File: src/rtl/mac_sequencer.sv
// mac_sequencer: runs one dot-product job on an external registered MAC PE.
// A job is started with cfg_valid/cfg_len, fed cfg_len operand pairs on the
// op_* stream, and finishes with the accumulated sum on the res_* handshake.
//
// Ports:
//   clk, reset                     clock, synchronous active-high reset
//   cfg_valid/cfg_ready/cfg_len    job start handshake and element count
//   op_valid/op_ready/op_a/op_b    operand stream
//   pe_a/pe_b/pe_acc_in/pe_val/pe_rdy   drive the PE inputs
//   pe_acc_out/pe_val_out          PE accumulator and its valid
//   res_valid/res_ready/res_data   result handshake
//   busy                           high whenever a job is in progress
module mac_sequencer #(
  parameter int unsigned DATA_W = 16,
  parameter int unsigned ACC_W  = 32,
  parameter int unsigned LEN_W  = 8
) (
  input  logic              clk,
  input  logic              reset,
  input  logic              cfg_valid,
  output logic              cfg_ready,
  input  logic [LEN_W-1:0]  cfg_len,
  input  logic              op_valid,
  output logic              op_ready,
  input  logic [DATA_W-1:0] op_a,
  input  logic [DATA_W-1:0] op_b,
  output logic [DATA_W-1:0] pe_a,
  output logic [DATA_W-1:0] pe_b,
  output logic [ACC_W-1:0]  pe_acc_in,
  output logic              pe_val,
  output logic              pe_rdy,
  input  logic [ACC_W-1:0]  pe_acc_out,
  input  logic              pe_val_out,
  output logic              res_valid,
  input  logic              res_ready,
  output logic [ACC_W-1:0]  res_data,
  output logic              busy
);

  typedef enum logic [1:0] {
    S_IDLE  = 2'd0,
    S_RUN   = 2'd1,
    S_DRAIN = 2'd2,
    S_DONE  = 2'd3
  } state_e;

  state_e             state_q, state_d;
  logic [LEN_W-1:0]   rem_q, rem_d;
  logic               first_q, first_d;
  logic [ACC_W-1:0]   res_q, res_d;

  // State register
  always_ff @(posedge clk) begin
    if (reset) begin
      state_q <= S_IDLE;
      rem_q   <= '0;
      first_q <= 1'b1;
      res_q   <= '0;
    end else begin
      state_q <= state_d;
      rem_q   <= rem_d;
      first_q <= first_d;
      res_q   <= res_d;
    end
  end

  // Next-state and output decode
  always_comb begin
    state_d   = state_q;
    rem_d     = rem_q;
    first_d   = first_q;
    res_d     = res_q;
    cfg_ready = 1'b0;
    op_ready  = 1'b0;
    pe_val    = 1'b0;
    pe_rdy    = 1'b0;
    res_valid = 1'b0;

    unique case (state_q)
      S_IDLE: begin
        cfg_ready = 1'b1;
        if (cfg_valid) begin
          if (cfg_len != '0) begin
            rem_d   = cfg_len;
            first_d = 1'b1;
            state_d = S_RUN;
          end else begin
            // Empty job: result is zero and the PE is never touched
            res_d   = '0;
            state_d = S_DONE;
          end
        end
      end
      S_RUN: begin
        op_ready = 1'b1;
        pe_rdy   = 1'b1;
        pe_val   = op_valid;
        // Bubbles leave all state alone; the PE holds its accumulator
        if (op_valid) begin
          first_d = 1'b0;
          rem_d   = rem_q - LEN_W'(1);
          if (rem_q == LEN_W'(1)) state_d = S_DRAIN;
        end
      end
      S_DRAIN: begin
        // Wait for the last beat to land in the PE accumulator
        if (pe_val_out) begin
          res_d   = pe_acc_out;
          state_d = S_DONE;
        end
      end
      S_DONE: begin
        res_valid = 1'b1;
        if (res_ready) state_d = S_IDLE;
      end
      default: state_d = S_IDLE;
    endcase
  end

  // Operands pass straight through; the first beat of a job starts from zero
  assign pe_a      = op_a;
  assign pe_b      = op_b;
  assign pe_acc_in = first_q ? '0 : pe_acc_out;
  assign res_data  = res_q;
  assign busy      = (state_q != S_IDLE);

endmodule

File: config.mk
export PLATFORM = sky130hd
export DESIGN_NAME = mac_sequencer
export DESIGN_NICKNAME = d
export VERILOG_FILES = /design/src/rtl/mac_sequencer.sv
export SDC_FILE = /design/constraint.sdc
export NUM_CORES = 1
export LEC_CHECK = 0
export ABC_AREA = 1
export BUFFER_PORTS_ARGS = -buffer_cell sky130_fd_sc_hd__buf_2
export CAP_MARGIN = 10
export CORE_MARGIN = 2
export CORE_UTILIZATION = 35
export DETAILED_ROUTE_END_ITERATION = 10
export PLACE_DENSITY_LB_ADDON = 0.05
export SYNTH_ARGS = -nofsm -noshare
export SYNTH_HDL_FRONTEND = slang
export SYNTH_SLANG_ARGS = --single-unit
File: constraint.sdc
create_clock -name clk -period 1.92 [get_ports clk]
set_input_delay 0.384 -clock clk [delete_from_list [all_inputs] [get_ports clk]]
set_output_delay 0.384 -clock clk [all_outputs]
set_load 0.1 [all_outputs]
==> impl_metrics.csv <==
group,metric,value,unit
clocking,clk_latency,0.30,ns
finish,nFillCells,903,
detailed_routing,avgViaCountPerCell,4.425,
sta,fin_crit,1.867,ns
floorplanning,die-area,9101,sq um
sta,slew_headroom,66.45,%
synthesis,ys_warn_count,0,
critical_path,worst_setup_path_end_kind,"primary output",
detailed_routing,first_iter_violations,77,
floorplanning,ios,180,
grt,grt_pass1_vias,2389,
placement,gp_congestion,0.7934,
critical_path,cp.required,1.54,ns
clocking,root_buffer,"clkbuf_8",
clocking,postCtsSetupBuffers,0,
sta,rsz0062_at_grt,"no",
detailed_routing,drc_errors,0,
synthesis,synth.distinct_cells,23,
synthesis,synth_top_cells_by_count,"nand2_1, nor2_1, inv_1",
synthesis,ys.flop_type,"dfxtp_1",
critical_path,slowest_delay,0.44,ns
finish,area_growth,23.49,%
floorplanning,rows,33,
synthesis,syn_area,2924,sq um
sta,fin_skew,0.007642,ns
floorplanning,core_area,8175,sq um
clocking,cts_made_buffers,5,
finish,drive_gt1_share,33.27,%
synthesis,yosysTopAreaCellShare,29.44,%
sta,maxSlewViolCount,0,
grt,grt_max_degree,56,
synthesis,yosysMostFrequentCell,"nand2_1",
detailed_routing,routed-via-count,2845,
detailed_routing,wl_per_cell,11.20,um
clocking,cts_buffer_depth,2,
clocking,cts_tree,"built",
critical_path,slowest_stage,"dfxtp_1",
synthesis,synthesis.nets,552,
grt,grt_pass1_wl,10.90,mm
power,p_per_area,1606,nW/um^2
detailed_routing,ant_nets,0,
sta,fin_hold_ws,0.3346,ns
grt,grt_use_total,14.99,%
detailed_routing,wirelength,7.199,mm
worst_hold_path,worst_hold_path_type,"in2reg",
synthesis,synth.area.top_cells,"dfxtp_1, nand2_1, nor2_1",
clocking,cts_max_level,2,
critical_path,crit_arrival,1.48,ns
sta,tightestPinTransition,0.5067,ns
sta,setup_violations,0,
critical_path,worstPathMaxFanout,25,
floorplanning,die_h,95.40,um
status,outcome,"completed",
critical_path,crit_path_start_kind,"flip-flop",
synthesis,syn_inst,467,
power,leakage,1.963,nW
synthesis,syn_area_per_cell,6.261,sq um
sta,hold_violations,0,
finish,fin_nets,622,
critical_path,path_class,"reg2out",
floorplanning,start_util,35.77,%
placement,hpwl,5.192,mm
clocking,path_clk_slew,0.08,ns
grt,gr-total-overflow,0,
synthesis,synth_largest_area_cell,"dfxtp_1",
detailed_routing,dr.pass1.iters,4,
critical_path,worstPathCellList,"buf_12 -> nor2_1 -> buf_2",
sta,post-route-period-util,97.24,%
synthesis,synth-seq-cells,43,
synthesis,synth_edf_count,0,
finish,n_antenna_cell,0,
power,total_power,0.005798,W
flow_run,drv_cap,0,
placement,post-place-cells,635,
synthesis,synthArstFlopShare,0,%
grt,grt_antenna_before_repair,0,
finish,instances_no_fill,643,
clocking,cts_sinks,43,
power,vdd_drop_max,0.9841,mV
synthesis,ys_seq_area_share,29.44,%
floorplanning,die_width,95.40,um
sta,max_freq,535.6,MHz
placement,port_buffers,115,
==> registers in the layout (all words and copies together), names as in the netlist <==
register	count
rem_q	8
first_q	1
state_q	2
res_data	32
==> path summary, 6_finish.rpt <==
kind / startpoint / to / slack (ns) / cells past startpoint
setup / recovery: first_q / pe_acc_in[1] / 0.05 / 3
hold reg to reg: res_data[23] / res_data[23] / 0.47 / 2
hold / removal: reset / rem_q[3] / 0.33 / 2
setup reg to reg: state_q[1] / rem_q[0] / 0.18 / 9
==> routing by layer <==
layer	share of wire, %	global-route usage [%]
met5	0	0
met4	0.89	4.762
met3	6.2	2.767
met2	46	25.29
met1	46	19.35
==> what timing repair did <==
item                       4_1_cts  5_1_grt
setup endpoints to repair        1       28
hold buffers                     0        0
resized for setup                1       25
==> metrics by stage <==
step	TNS (ns)	setup WS [ns]	utilization [%]	cell area (sq um)
3_3_place_gp	0	0.1539	42.01	3435
6_report	0	0.05298	44.17	3611
3_5_place_dp	0	0.1311	42.01	3435
5_1_grt	0	0.001150	44.17	3611
4_1_cts	0	0.02588	43.42	3550
2_1_floorplan	-18.30	-0.3578	-	3080
==> cell usage in the layout (no fill, tap or decap), drive strengths merged, types with 2 or more instances in the layout <==
master	instances
nand2	118
dfxtp	43
buf	97
ha	7
nor2	95
nand3	37
clkinv	3
o21ai	10
clkinvlp	2
a21oi	33
xor2	2
inv	58
nor3	2
clkbuf	29
==> layout make-up <==
class                      instances  area, sq um  area share, %
clock inverter                     3        43.79          1.213
clock buffer                       5        68.82          1.906
sequential                        43        863.3          23.91
tap                              105        131.4          3.638
inverter                          61        237.7          6.584
multi-input combinational        305         1530          42.38
timing repair buffer             121        735.7          20.37
==> kinds of logic (layout without fill, tap and decap cells) <==
logic type	count (synthesis)	in the layout	synth area share, %
compound gates	44	44	8.130
xor+xnor	2	2	0.5992
fa+ha+maj	7	7	2.995
buf+inv	119	190	22.89
flops	43	43	29.44
simple gates	252	252	35.94
==> power by group <==
group          total, W  internal (W)  leakage [nW]  switching [W]
clock network  0.000722      0.000388        0.0581       0.000334
registers       0.00124       0.00108         0.351       0.000162
logic           0.00384      0.000850          1.55        0.00299
==> worst max-delay path, delay by kind of cell, from the launching register on <==
| kind | cells | cell delay (ns) |
|---|---|---|
| DFF | 1 | 0.44 |
| buffers and inverters | 2 | 0.65 |
| and+or+nand+nor | 1 | 0.09 |
No activity file was read; power rests on OpenSTA's default activity.
